$ cat config.mk
export PLATFORM = sky130hd
export DESIGN_NAME = issue_ctrl
export DESIGN_NICKNAME = d
export VERILOG_FILES = /design/src/rtl/issue_ctrl.sv
export SDC_FILE = /design/constraint.sdc
export NUM_CORES = 1
export LEC_CHECK = 0
export ABC_AREA = 1
export CAP_MARGIN = 40
export CORE_MARGIN = 3
export CORE_UTILIZATION = 48
export DETAILED_ROUTE_END_ITERATION = 8
export HOLD_SLACK_MARGIN = 0.06
export PLACE_DENSITY = 0.89
export REMOVE_ABC_BUFFERS = 1
export SYNTH_ARGS = -nofsm -noshare
export SYNTH_HDL_FRONTEND = slang
export SYNTH_SLANG_ARGS = --single-unit
$ cat constraint.sdc
create_clock -name clk -period 6 [get_ports clk]
set_input_delay 1.2 -clock clk [delete_from_list [all_inputs] [get_ports clk]]
set_output_delay 1.2 -clock clk [all_outputs]
set_load 0.02 [all_outputs]
$ cat src/rtl/issue_ctrl.sv
// rtl/issue_ctrl.sv - decoder-to-register-file dispatch controller with ROB tag allocation and unit credit tracking
//
// Accepts at most one decoded instruction per cycle when the ROB and the
// target unit (RS for ALU ops, LSB for loads/stores) both have room. Each
// accepted instruction gets a nonzero ROB tag (tags run 1..2^ROB_BIT-1, tag 0
// means "no dependency") and is presented to the register file one cycle
// later through a pipeline register. A branch mispredict clears all credits
// and restarts tag allocation at 1.
//
// Ports:
//   clk, rst            clock, synchronous active-high reset
//   en                  global enable; low holds all state (br_flag/rst still act)
//   br_flag             mispredict flush
//   dec_valid_i         decoder offers an instruction
//   dec_ready_o         controller accepts this cycle (combinational)
//   dec_tp_i            01 load, 10 store, anything else goes to the RS
//   dec_ic_i            compressed flag
//   dec_rd/rs1/rs2_i    register indices
//   dec_op_i            opcode
//   dec_imm_i, dec_pc_i immediate, pc
//   rob_commit_i        ROB retired one entry
//   rs_release_i        one RS entry freed
//   lsb_release_i       one LSB entry freed
//   is_en_o             one-cycle issue strobe to the register file
//   is_*_o              registered copies of the accepted decoder fields
//   rob_qd_o            ROB tag given to the issued instruction
//   rob_alloc_o         ROB allocate strobe (same as is_en_o)

module issue_ctrl #(
  parameter int ROB_BIT  = 5,
  parameter int REG_BIT  = 5,
  parameter int OP_W     = 6,
  parameter int DAT_W    = 32,
  parameter int RS_SIZE  = 8,
  parameter int LSB_SIZE = 8
) (
  input  logic               clk,
  input  logic               rst,
  input  logic               en,
  input  logic               br_flag,
  input  logic               dec_valid_i,
  output logic               dec_ready_o,
  input  logic [1:0]         dec_tp_i,
  input  logic               dec_ic_i,
  input  logic [REG_BIT-1:0] dec_rd_i,
  input  logic [REG_BIT-1:0] dec_rs1_i,
  input  logic [REG_BIT-1:0] dec_rs2_i,
  input  logic [OP_W-1:0]    dec_op_i,
  input  logic [DAT_W-1:0]   dec_imm_i,
  input  logic [DAT_W-1:0]   dec_pc_i,
  input  logic               rob_commit_i,
  input  logic               rs_release_i,
  input  logic               lsb_release_i,
  output logic               is_en_o,
  output logic               is_ic_o,
  output logic [1:0]         is_tp_o,
  output logic [REG_BIT-1:0] is_rd_o,
  output logic [REG_BIT-1:0] is_rs1_o,
  output logic [REG_BIT-1:0] is_rs2_o,
  output logic [OP_W-1:0]    is_op_o,
  output logic [DAT_W-1:0]   is_imm_o,
  output logic [DAT_W-1:0]   is_pc_o,
  output logic [ROB_BIT-1:0] rob_qd_o,
  output logic               rob_alloc_o
);

  localparam int RS_W  = $clog2(RS_SIZE + 1);
  localparam int LSB_W = $clog2(LSB_SIZE + 1);

  // All-ones tag is the largest usable tag and also the ROB capacity.
  localparam logic [ROB_BIT-1:0] ROB_CAP = '1;
  localparam logic [ROB_BIT-1:0] TAG_ONE = ROB_BIT'(1);
  localparam logic [RS_W-1:0]    RS_MAX  = RS_W'(RS_SIZE);
  localparam logic [LSB_W-1:0]   LSB_MAX = LSB_W'(LSB_SIZE);

  typedef enum logic [1:0] {
    ST_IDLE  = 2'd0,
    ST_RUN   = 2'd1,
    ST_FLUSH = 2'd2
  } state_t;

  state_t state_q, state_d;

  logic [ROB_BIT-1:0] rob_cnt_q, rob_cnt_d;
  logic [RS_W-1:0]    rs_cnt_q, rs_cnt_d;
  logic [LSB_W-1:0]   lsb_cnt_q, lsb_cnt_d;
  logic [ROB_BIT-1:0] tail_q, tail_d;

  logic               is_en_q, is_en_d;
  logic               is_ic_q, is_ic_d;
  logic [1:0]         is_tp_q, is_tp_d;
  logic [REG_BIT-1:0] is_rd_q, is_rd_d;
  logic [REG_BIT-1:0] is_rs1_q, is_rs1_d;
  logic [REG_BIT-1:0] is_rs2_q, is_rs2_d;
  logic [OP_W-1:0]    is_op_q, is_op_d;
  logic [DAT_W-1:0]   is_imm_q, is_imm_d;
  logic [DAT_W-1:0]   is_pc_q, is_pc_d;
  logic [ROB_BIT-1:0] rob_qd_q, rob_qd_d;

  logic is_mem;
  logic unit_free;
  logic accept;
  logic acc_rs;
  logic acc_lsb;
  logic rob_dec;
  logic rs_dec;
  logic lsb_dec;

  // ---------------------------------------------------------------------------
  // Readiness. Only registered counters are consulted, so a commit or release
  // in the same cycle never opens a slot until the next cycle.
  // ---------------------------------------------------------------------------
  assign is_mem    = (dec_tp_i == 2'b01) || (dec_tp_i == 2'b10);
  assign unit_free = is_mem ? (lsb_cnt_q < LSB_MAX) : (rs_cnt_q < RS_MAX);

  assign dec_ready_o = (state_q == ST_RUN) & en & ~br_flag & ~rst
                     & (rob_cnt_q < ROB_CAP) & unit_free;

  assign accept  = dec_valid_i & dec_ready_o;
  assign acc_rs  = accept & ~is_mem;
  assign acc_lsb = accept & is_mem;

  // Decrements are dropped when the counter is already empty.
  assign rob_dec = rob_commit_i  & (rob_cnt_q != '0);
  assign rs_dec  = rs_release_i  & (rs_cnt_q  != '0);
  assign lsb_dec = lsb_release_i & (lsb_cnt_q != '0);

  // ---------------------------------------------------------------------------
  // State machine. A flush overrides everything but reset and may arrive in
  // any state; with en low and no flush the state holds.
  // ---------------------------------------------------------------------------
  always_comb begin
    state_d = state_q;
    if (br_flag) begin
      state_d = ST_FLUSH;
    end else if (en) begin
      case (state_q)
        ST_IDLE:  state_d = ST_RUN;
        ST_RUN:   state_d = ST_RUN;
        ST_FLUSH: state_d = ST_RUN;
        default:  state_d = ST_IDLE;
      endcase
    end
  end

  // ---------------------------------------------------------------------------
  // Credit counters and tag pointer.
  // ---------------------------------------------------------------------------
  always_comb begin
    rob_cnt_d = rob_cnt_q;
    rs_cnt_d  = rs_cnt_q;
    lsb_cnt_d = lsb_cnt_q;
    tail_d    = tail_q;

    if (br_flag) begin
      rob_cnt_d = '0;
      rs_cnt_d  = '0;
      lsb_cnt_d = '0;
      tail_d    = TAG_ONE;
    end else if (en) begin
      case ({accept, rob_dec})
        2'b10:   rob_cnt_d = rob_cnt_q + TAG_ONE;
        2'b01:   rob_cnt_d = rob_cnt_q - TAG_ONE;
        default: rob_cnt_d = rob_cnt_q;
      endcase

      case ({acc_rs, rs_dec})
        2'b10:   rs_cnt_d = rs_cnt_q + RS_W'(1);
        2'b01:   rs_cnt_d = rs_cnt_q - RS_W'(1);
        default: rs_cnt_d = rs_cnt_q;
      endcase

      case ({acc_lsb, lsb_dec})
        2'b10:   lsb_cnt_d = lsb_cnt_q + LSB_W'(1);
        2'b01:   lsb_cnt_d = lsb_cnt_q - LSB_W'(1);
        default: lsb_cnt_d = lsb_cnt_q;
      endcase

      // Tag 0 is reserved, so the pointer wraps from the top tag back to 1.
      if (accept) begin
        tail_d = (tail_q == ROB_CAP) ? TAG_ONE : tail_q + TAG_ONE;
      end
    end
  end

  // ---------------------------------------------------------------------------
  // Issue pipeline register. accept is already low during a flush or while
  // disabled, so the strobe needs no extra gating.
  // ---------------------------------------------------------------------------
  always_comb begin
    is_en_d  = accept;
    is_ic_d  = is_ic_q;
    is_tp_d  = is_tp_q;
    is_rd_d  = is_rd_q;
    is_rs1_d = is_rs1_q;
    is_rs2_d = is_rs2_q;
    is_op_d  = is_op_q;
    is_imm_d = is_imm_q;
    is_pc_d  = is_pc_q;
    rob_qd_d = rob_qd_q;

    if (br_flag) begin
      is_ic_d  = 1'b0;
      is_tp_d  = '0;
      is_rd_d  = '0;
      is_rs1_d = '0;
      is_rs2_d = '0;
      is_op_d  = '0;
      is_imm_d = '0;
      is_pc_d  = '0;
      rob_qd_d = '0;
    end else if (accept) begin
      is_ic_d  = dec_ic_i;
      is_tp_d  = dec_tp_i;
      is_rd_d  = dec_rd_i;
      is_rs1_d = dec_rs1_i;
      is_rs2_d = dec_rs2_i;
      is_op_d  = dec_op_i;
      is_imm_d = dec_imm_i;
      is_pc_d  = dec_pc_i;
      rob_qd_d = tail_q;
    end
  end

  always_ff @(posedge clk) begin
    if (rst) begin
      state_q   <= ST_IDLE;
      rob_cnt_q <= '0;
      rs_cnt_q  <= '0;
      lsb_cnt_q <= '0;
      tail_q    <= TAG_ONE;
      is_en_q   <= 1'b0;
      is_ic_q   <= 1'b0;
      is_tp_q   <= '0;
      is_rd_q   <= '0;
      is_rs1_q  <= '0;
      is_rs2_q  <= '0;
      is_op_q   <= '0;
      is_imm_q  <= '0;
      is_pc_q   <= '0;
      rob_qd_q  <= '0;
    end else begin
      state_q   <= state_d;
      rob_cnt_q <= rob_cnt_d;
      rs_cnt_q  <= rs_cnt_d;
      lsb_cnt_q <= lsb_cnt_d;
      tail_q    <= tail_d;
      is_en_q   <= is_en_d;
      is_ic_q   <= is_ic_d;
      is_tp_q   <= is_tp_d;
      is_rd_q   <= is_rd_d;
      is_rs1_q  <= is_rs1_d;
      is_rs2_q  <= is_rs2_d;
      is_op_q   <= is_op_d;
      is_imm_q  <= is_imm_d;
      is_pc_q   <= is_pc_d;
      rob_qd_q  <= rob_qd_d;
    end
  end

  assign is_en_o     = is_en_q;
  assign is_ic_o     = is_ic_q;
  assign is_tp_o     = is_tp_q;
  assign is_rd_o     = is_rd_q;
  assign is_rs1_o    = is_rs1_q;
  assign is_rs2_o    = is_rs2_q;
  assign is_op_o     = is_op_q;
  assign is_imm_o    = is_imm_q;
  assign is_pc_o     = is_pc_q;
  assign rob_qd_o    = rob_qd_q;
  assign rob_alloc_o = is_en_q;

endmodule

==> impl_metrics.ini, run 1 <==
[cells_and_area]
filler_cell_count = 771
area_growth_syn_to_layout_pct = 48.87
num_antenna_cells = 0
layout.area.seq_um2 = 2282
multiInputGateArea_um2 = 2313
finalNetCount = 1060
drive_above_1_share_pct = 4.470

[pwr]
seq_power_share_pct = 39.8
share_clk_of_total_power_pct = 53.1
netSwitchingPower_w = 0.0004232
combinationalPowerShare_pct = 7.1
power_switching_share_pct = 22.13
vdd_ir_drop_max_v = 0.0001674
p_leak_nw = 3.185
post-layout-total-power_w = 0.001912
power_density_nw_per_um2 = 245.2
power_report.internal_total_w = 0.001489

[logic_synthesis]
main_synth_ff_type = dfxtp_1
mean_area_per_synthesized_cell_um2 = 6.751
synth.largest_area_cell = dfxtp_1
async_flop_share_pct = 0
yosys_warnings = 0
netlist_area_um2 = 5239
synth_top_area_share_pct = 43.56
yosys_register_bits = 114
synth-seq-area-share_pct = 43.56
yosysUniqueCellTypes = 24
netlist_top_cells_count = 201 x nor2_1, 127 x nand2_1, 115 x inv_1
synth.area.top_cells = dfxtp_1 44%, nor2_1 14%, nand3_1 10%
postSynthCellCount = 776
most_frequently_used_cell_type_in_the_post_synthesis_netlist = nor2_1
synth_edf_count = 0

[die]
core_area_um2 = 10460
fp-row-count = 37
die_width_um = 110.5
floorplan.die.height_um = 110.5
start_util_pct = 50.07
floorplan.die_area_um2 = 12200
io_pins = 192

[placed_design]
portBuffers = 191
hpwl_um = 9701
routabilityCongestion = 0.8572

[setup_path]
timing.critical_path.slowest_cell_delay_ps = 700
critical_path.endpoint_type = output pin
worstPathBufferInverterCount = 3
timing.critical_path.from_type = input port
cp.required_ps = 4800
critical_path_class = in2out
crit_slowest_cell = clkdlybuf4s50_1
worstPathArrival_ps = 2940
crit_path_max_fanout = 7
critical_path.top_delay_family = buffers and inverters
worstPathCellList = clkdlybuf4s50_1, nor2_4, inv_2, nor2_1, nand2_1, nor2_4, clkdlybuf4s50_1

[clock_tree]
clock-sinks = 114
cts.reportedPaths.clkPinSlew_ps = 50
clock_insertion_delay_worst_skew_ps = 510
clock_path_buffers = 2
postCtsSetupBuffers = 0
tritoncts.num_buffers = 17
cts-htree-levels = 4
clock_tree_from_tritoncts = done
clock-root-buffer = clkbuf_8
postCtsResizedCells = 0
postCtsHoldBufs = 0

[timing]
clock.fmax_mhz = 241.8
timing.final.setup_violations = 0
rsz0062_at_grt = false
fin_skew_ps = 8.054
layout_min_cycle_time_ps = 4135
fin_crit_sh_pct = 68.92
relSlewSlack_pct = 42.51
timing_hold_violations_final = 0
totalNegativeSetupSlack_ps = 0
number_of_slew_limit_violations_in_the_final_report = 0
timing_worst_slew_pin_value_ps = 862.4

[route]
count_of_unresolved_drc_violations_after_routing = 0
dr.pass1.iters = 5
post_dr_wirelength_cell_um = 13.39
drt-vias-per-instance = 4.887
drtAntennaViolNets = 0
vias = 5366
1st_iter_drt_viols = 546
postRouteWirelength_um = 14700

[global_route]
globalRoute.totalOverflow = 0
antenna_violations_before_repair = 0
global_route_wire_length_before_repair_um = 24730
grtUsageTotal_pct = 24.33
first_global_vias = 5088
grt_start_max_net_pins = 84

[run]
max_cap_viol_count = 0

[outcome]
outcome = completed

[hold_path]
min_path_type = reg2reg
[stage by stage]
stage	setup slack (ps)	instance area [um^2]	hold WS, ps	instances	utilization (%)
4_1_cts	1856	7799	468.5	1098	74.54
5_1_grt	1775	7799	491.3	1098	74.54
2_1_floorplan	976.1	5035	452.3	733	-
3_3_place_gp	1876	7142	446.8	1064	68.26
3_5_place_dp	1859	7197	456.5	1066	68.79
6_report	1865	7799	463.3	1098	74.54
[layout make-up]
| class | instances | share of cell area [%] |
|---|---|---|
| Clock inverter | 12 | 2.005 |
| Clock buffer | 20 | 5.712 |
| Inverter | 117 | 5.631 |
| Multi-Input combinational cell | 502 | 29.66 |
| Sequential cell | 114 | 29.26 |
| Timing Repair Buffer | 197 | 25.54 |
| Tap cell | 136 | 2.182 |
[cells in the final DEF, fill, tap and decap left out, drive strengths merged]
| master | netlist | layout |
|---|---|---|
| a31oi | 1 | 1 |
| xor2 | 3 | 3 |
| a21oi | 21 | 21 |
| nor2 | 203 | 203 |
| nand4 | 1 | 1 |
| nand2 | 127 | 127 |
| inv | 117 | 118 |
| o41a | 2 | 2 |
| clkinvlp | 0 | 4 |
| bufinv | 0 | 3 |
| o41ai | 1 | 1 |
| clkdlybuf4s50 | 0 | 190 |
| clkinv | 0 | 4 |
| ha | 12 | 12 |
| buf | 38 | 7 |
| o21ai | 10 | 10 |
| fa | 3 | 3 |
| o211ai | 1 | 1 |
| nor3 | 1 | 1 |
| clkbuf | 5 | 20 |
| dfxtp | 114 | 114 |
| nand3 | 109 | 109 |
| xnor2 | 7 | 7 |
[worst paths after layout]
path                                 start                         to  slack, ps  cells after the start
setup / recovery                   br_flag                dec_ready_o       1860                      7
hold / removal    is_pc_o[10]$_SDFFE_PP0P_   is_pc_o[10]$_SDFFE_PP0P_        460                      2
hold reg to reg   is_pc_o[10]$_SDFFE_PP0P_   is_pc_o[10]$_SDFFE_PP0P_        460                      2
setup reg to reg   state_q[0]$_SDFFE_PP0P_  lsb_cnt_q[3]$_SDFFE_PP0P_       3500                     14
[worst register-to-register path, stage by stage, from the launching register on]
cell and delay, ps:
dfxtp_1 370, nand2_1 70, nor2_1 80, nand2_1 70, nor2_1 140, nand3_2 160
inv_2 280, nand3_1 120, ha_1 260, ha_1 340, a21oi_1 150, nand2_1 80
xnor2_1 130, nand2_1 60, a21oi_1 110
[metal layers]
layer | share of wire (%) | wire length [um] | vias up | GRT usage [%]
li1 | - | - | 2710 | -
met1 | 44 | 6428 | 2431 | 30.54
met2 | 48 | 6998 | 199 | 40.21
met3 | 6.4 | 940 | 26 | 6.740
met4 | 2.3 | 336 | 0 | 8.374
met5 | 0 | 0 | - | 0
[state kept, by name (all words and copies together) (netlist names)]
signal	cells
is_imm_o	32
is_pc_o	32
is_op_o	6
is_rd_o	5
is_rs1_o	5
is_rs2_o	5
rob_cnt_q	5
rob_qd_o	5
tail_q	5
lsb_cnt_q	4
rs_cnt_q	4
is_tp_o	2
state_q	2
is_en_o	1
is_ic_o	1
[logic make-up (layout without fill, tap and decap cells)]
logic type	after synthesis	after routing	synth area share, %
AND/OR/NAND/NOR	441	441	34.65
flip-flops	114	114	43.56
buffers and inverters	160	346	12.28
XOR/XNOR	10	10	1.672
AO/OA/AOI/OAI	36	36	3.822
adder cells (fa/ha/maj)	15	15	4.012
[power by group through the flow]
| stage | clock network, W | registers, W | logic [W] |
|---|---|---|---|
| 6_report | 0.00102 | 0.000761 | 0.000136 |
| 5_1_grt | 0.00106 | 0.000761 | 0.000150 |
| 4_1_cts | 0.00103 | 0.000761 | 0.000136 |
| 3_5_place_dp | 0 | 0.000778 | 0.000134 |
| 3_3_place_gp | 0 | 0.000778 | 0.000131 |
| 2_1_floorplan | 0 | 0.000779 | 0.0000433 |
Power figures use the tool's default switching activity.
==> run 2: changes to the inputs <==
--- a/config.mk
+++ b/config.mk
@@ -8,10 +8,10 @@
 export ABC_AREA = 1
 export CAP_MARGIN = 40
 export CORE_MARGIN = 3
-export CORE_UTILIZATION = 48
+export CORE_UTILIZATION = 40
 export DETAILED_ROUTE_END_ITERATION = 8
 export HOLD_SLACK_MARGIN = 0.06
-export PLACE_DENSITY = 0.89
+export PLACE_DENSITY = 0.8
 export REMOVE_ABC_BUFFERS = 1
 export SYNTH_ARGS = -nofsm -noshare
 export SYNTH_HDL_FRONTEND = slang
==> constraint.sdc (replaced) <==
create_clock -name clk -period 3.3 [get_ports clk]
set_input_delay 0.66 -clock clk [delete_from_list [all_inputs] [get_ports clk]]
set_output_delay 0.66 -clock clk [all_outputs]
set_load 0.02 [all_outputs]
==> impl_metrics.ini, run 2 (synthesized netlist as in run 1, its figures left out) <==
[clock_tree]
clock-root-buffer = clkbuf_16
postCtsSetupBuffers = 0
tritoncts.num_buffers = 17
cts.reportedPaths.clkPinSlew_ps = 50
clock-sinks = 114
clock_tree_from_tritoncts = done
postCtsResizedCells = 0
clock_insertion_delay_worst_skew_ps = 410
postCtsHoldBufs = 0
cts-htree-levels = 4
clock_path_buffers = 2

[die]
core_area_um2 = 12720
io_pins = 192
fp-row-count = 41
start_util_pct = 41.18
floorplan.die.height_um = 120.4
die_width_um = 120.4
floorplan.die_area_um2 = 14510

[placed_design]
postPlaceCellArea_um2 = 7224
portBuffers = 191
routabilityCongestion = 0.8193
hpwl_um = 9876

[cells_and_area]
finalNetCount = 1061
num_antenna_cells = 0
filler_cell_count = 1158
most_used_cells_in_the_layout_excluding_fill_and_tap_cells = 201 x nor2_1, 190 x clkdlybuf4s50_1, 127 x nand2_1, 115 x inv_1, 114 x dfxtp_1
drive_above_1_share_pct = 4.569
design_area_um2 = 7839
most_common_cell_after_layout_fill_and_taps_aside = nor2_1
area_growth_syn_to_layout_pct = 49.63

[timing]
relSlewSlack_pct = 57.37
fin_crit_sh_pct = 94.48
fin_skew_ps = 6.856
clock.fmax_mhz = 320.7
rsz0062_at_grt = false
totalNegativeSetupSlack_ps = 0
number_of_slew_limit_violations_in_the_final_report = 0
timing.final.setup_violations = 0
timing_worst_slew_pin_value_ps = 639.4
timing_hold_violations_final = 0
whs_ps = 464.1
layout_min_cycle_time_ps = 3118

[pwr]
share_clk_of_total_power_pct = 53.6
power_density_nw_per_um2 = 447.6
combinationalPowerShare_pct = 6.9
vdd_ir_drop_max_v = 0.0002997
power_report.internal_total_w = 0.002775
power_switching_share_pct = 20.91
seq_power_share_pct = 39.5
p_leak_nw = 3.198
netSwitchingPower_w = 0.0007336

[route]
vias = 5237
drtAntennaViolNets = 0
1st_iter_drt_viols = 532
post_dr_wirelength_cell_um = 12.86
postRouteWirelength_um = 14600
drt-vias-per-instance = 4.614
count_of_unresolved_drc_violations_after_routing = 0
dr.pass1.iters = 5

[global_route]
grt_start_max_net_pins = 99
globalRoute.totalOverflow = 0
antenna_violations_before_repair = 0
first_global_vias = 4913
global_route_wire_length_before_repair_um = 23580
grtUsageTotal_pct = 20.26

[setup_path]
worstPathArrival_ps = 2460
crit_path_max_fanout = 7
cp.required_ps = 2640
critical_path_class = in2out
critical_path.endpoint_type = output pin
timing.critical_path.from_type = input port

[run]
max_cap_viol_count = 0

[outcome]
outcome = completed

[hold_path]
min_path_type = reg2reg
-- run 2: area by class of cell --
cell class	count	area [um^2]	share of cell area, %
inverter	117	439.2	5.603
sequential	114	2282	29.11
timing repair buffer	198	1974	25.19
clock inverter	10	130.1	1.660
multi-input combinational	502	2313	29.51
tap	172	215.2	2.745
clock buffer	22	484.2	6.177
-- run 2: critical path, stage by stage --
cell,delay (ps)
clkdlybuf4s50_1,460
nor2_4,190
inv_2,90
nor2_1,120
nand2_1,90
nor2_4,190
clkdlybuf4s50_1,660
-- run 2: metal layers --
metal  vias to the layer above  wire length, um  track usage, %
met1                      2346             6301           24.20
met3                        18             1029           6.034
met2                       157             7026           33.50
li1                       2716                -               -
met5                         -                0               0
met4                         0              242           9.348
-- run 2: final timing paths --
path,startpoint,endpoint,slack (ps),cells after the start
worst min-delay path,is_pc_o[8]$_SDFFE_PP0P_,is_pc_o[8]$_SDFFE_PP0P_,460,2
worst max-delay path,br_flag,dec_ready_o,180,7
worst min register to register,is_pc_o[8]$_SDFFE_PP0P_,is_pc_o[8]$_SDFFE_PP0P_,460,2
worst max register to register,state_q[0]$_SDFFE_PP0P_,rs_cnt_q[3]$_SDFFE_PP0P_,1070,14
-- run 2: power groups by stage --
stage / Sequential, W / Combinational, W / Clock, W
6_report: 0.00139 / 0.000242 / 0.00188
5_1_grt: 0.00138 / 0.000267 / 0.00199
4_1_cts: 0.00138 / 0.000243 / 0.00193
3_5_place_dp: 0.00141 / 0.000241 / 0
3_3_place_gp: 0.00141 / 0.000239 / 0
2_1_floorplan: 0.00142 / 0.0000787 / 0
-- run 2: metrics by stage --
stage	util, %	power, W	setup slack [ps]	instances
global placement	56.79	0.001653	189.4	1103
floorplan	-	0.001496	-1005	733
global route	61.61	0.003643	97.51	1135
CTS	61.61	0.003554	164.0	1135
finish	61.61	0.003508	182.1	1135
detailed placement	56.79	0.001655	168.5	1103
==> run 3: changes to the inputs <==
--- a/config.mk
+++ b/config.mk
@@ -7,7 +7,6 @@
 export LEC_CHECK = 0
 export ABC_AREA = 1
 export CAP_MARGIN = 40
-export CORE_MARGIN = 3
 export CORE_UTILIZATION = 40
 export DETAILED_ROUTE_END_ITERATION = 8
 export HOLD_SLACK_MARGIN = 0.06
==> impl_metrics.ini, run 3 (synthesized netlist as in run 1, its figures left out) <==
[timing]
relSlewSlack_pct = 44.01
fin_crit_sh_pct = 93.56
number_of_slew_limit_violations_in_the_final_report = 0
totalNegativeSetupSlack_ps = 0
timing_worst_slew_pin_value_ps = 839.8
layout_min_cycle_time_ps = 3088
rsz0062_at_grt = false
timing_hold_violations_final = 0
timing.final.setup_violations = 0
whs_ps = 463.5
fin_skew_ps = 8.437
clock.fmax_mhz = 323.9

[clock_tree]
cts.reportedPaths.clkPinSlew_ps = 50
tritoncts.num_buffers = 17
clock_tree_from_tritoncts = done
cts-htree-levels = 4
clock-root-buffer = clkbuf_16
clock_insertion_delay_worst_skew_ps = 410
postCtsSetupBuffers = 0
clock_path_buffers = 2
postCtsHoldBufs = 0
postCtsResizedCells = 0
clock-sinks = 114

[cells_and_area]
design_area_um2 = 7756
area_growth_syn_to_layout_pct = 48.05
drive_above_1_share_pct = 3.950
filler_cell_count = 1153
most_used_cells_in_the_layout_excluding_fill_and_tap_cells = 201 x nor2_1, 190 x clkdlybuf4s50_1, 127 x nand2_1, 115 x inv_1, 114 x dfxtp_1
final_core_area_utilization_pct = 61.21
num_antenna_cells = 0
most_common_cell_after_layout_fill_and_taps_aside = nor2_1
finalNetCount = 1060

[route]
dr.pass1.iters = 4
1st_iter_drt_viols = 440
vias = 5188
count_of_unresolved_drc_violations_after_routing = 0
drtAntennaViolNets = 0
drt-vias-per-instance = 4.575
postRouteWirelength_um = 13770
post_dr_wirelength_cell_um = 12.14

[setup_path]
timing.critical_path.from_type = input port
critical_path_class = in2out
crit_path_max_fanout = 7
cp.required_ps = 2640
critical_path.endpoint_type = output pin
worstPathArrival_ps = 2430

[pwr]
power_density_nw_per_um2 = 422.2
p_leak_nw = 3.156
vdd_ir_drop_max_v = 0.0002693

[placed_design]
portBuffers = 191
hpwl_um = 9034
postPlaceCellArea_um2 = 7217
routabilityCongestion = 0.8244

[global_route]
first_global_vias = 4442
global_route_wire_length_before_repair_um = 21090
grtUsageTotal_pct = 20.14
antenna_violations_before_repair = 0
grt_start_max_net_pins = 99
globalRoute.totalOverflow = 0

[outcome]
outcome = completed

[die]
die_width_um = 116.4
start_util_pct = 41.34
core_area_um2 = 12670
floorplan.die_area_um2 = 13560
fp-row-count = 41
io_pins = 192
floorplan.die.height_um = 116.4

[run]
max_cap_viol_count = 0

[hold_path]
min_path_type = reg2reg
## run 3: per-layer routing
| layer | wire (um) | up-vias | part of all wire, % | GRT usage [%] |
|---|---|---|---|---|
| li1 | - | 2710 | - | - |
| met1 | 5745 | 2286 | 42 | 23.91 |
| met2 | 6602 | 168 | 48 | 33.02 |
| met3 | 1123 | 24 | 8.2 | 6.642 |
| met4 | 295 | 0 | 2.1 | 9.145 |
| met5 | 0 | - | 0 | 0 |
## run 3: worst paths after layout
check,slack (ps),endpoint,cells after the start,start
hold reg to reg,460,is_pc_o[16]$_SDFFE_PP0P_,2,is_pc_o[16]$_SDFFE_PP0P_
setup reg to reg,1000,lsb_cnt_q[3]$_SDFFE_PP0P_,14,state_q[0]$_SDFFE_PP0P_
setup / recovery,210,dec_ready_o,7,br_flag
hold / removal,460,is_pc_o[16]$_SDFFE_PP0P_,2,is_pc_o[16]$_SDFFE_PP0P_
## run 3: per-stage QoR
stage | std cells | worst slack (ps) | total power [W]
final | 1134 | 212.5 | 0.003275
after global routing | 1134 | 100.4 | 0.003395
after CTS | 1134 | 176.6 | 0.003308
after detailed placement | 1102 | 177.5 | 0.001654
after global placement | 1102 | 205.3 | 0.001653
after floorplan | 733 | -1005 | 0.001496
## run 3: worst max-delay path, stage by stage
cell and delay, ps:
clkdlybuf4s50_1 460, nor2_4 180, inv_2 100, nor2_1 110
nand2_1 90, nor2_4 150, clkdlybuf4s50_1 680
## run 3: final cells by class
type / instances / area (um^2) / area share, %
repair buffers: 197 / 1967 / 25.36
inverters: 117 / 439.2 / 5.662
multi-input cells: 502 / 2313 / 29.83
flip-flops and latches: 114 / 2282 / 29.42
clock buffers: 28 / 516.7 / 6.662
well taps: 172 / 215.2 / 2.775
clock inverters: 4 / 22.52 / 0.2904
## run 3: power by group
part	switching [W]	internal (W)
clock	0.000595	0.00105
combinational	0.000107	0.000133
sequential	0.00000309	0.00138
total	0.000705	0.00257
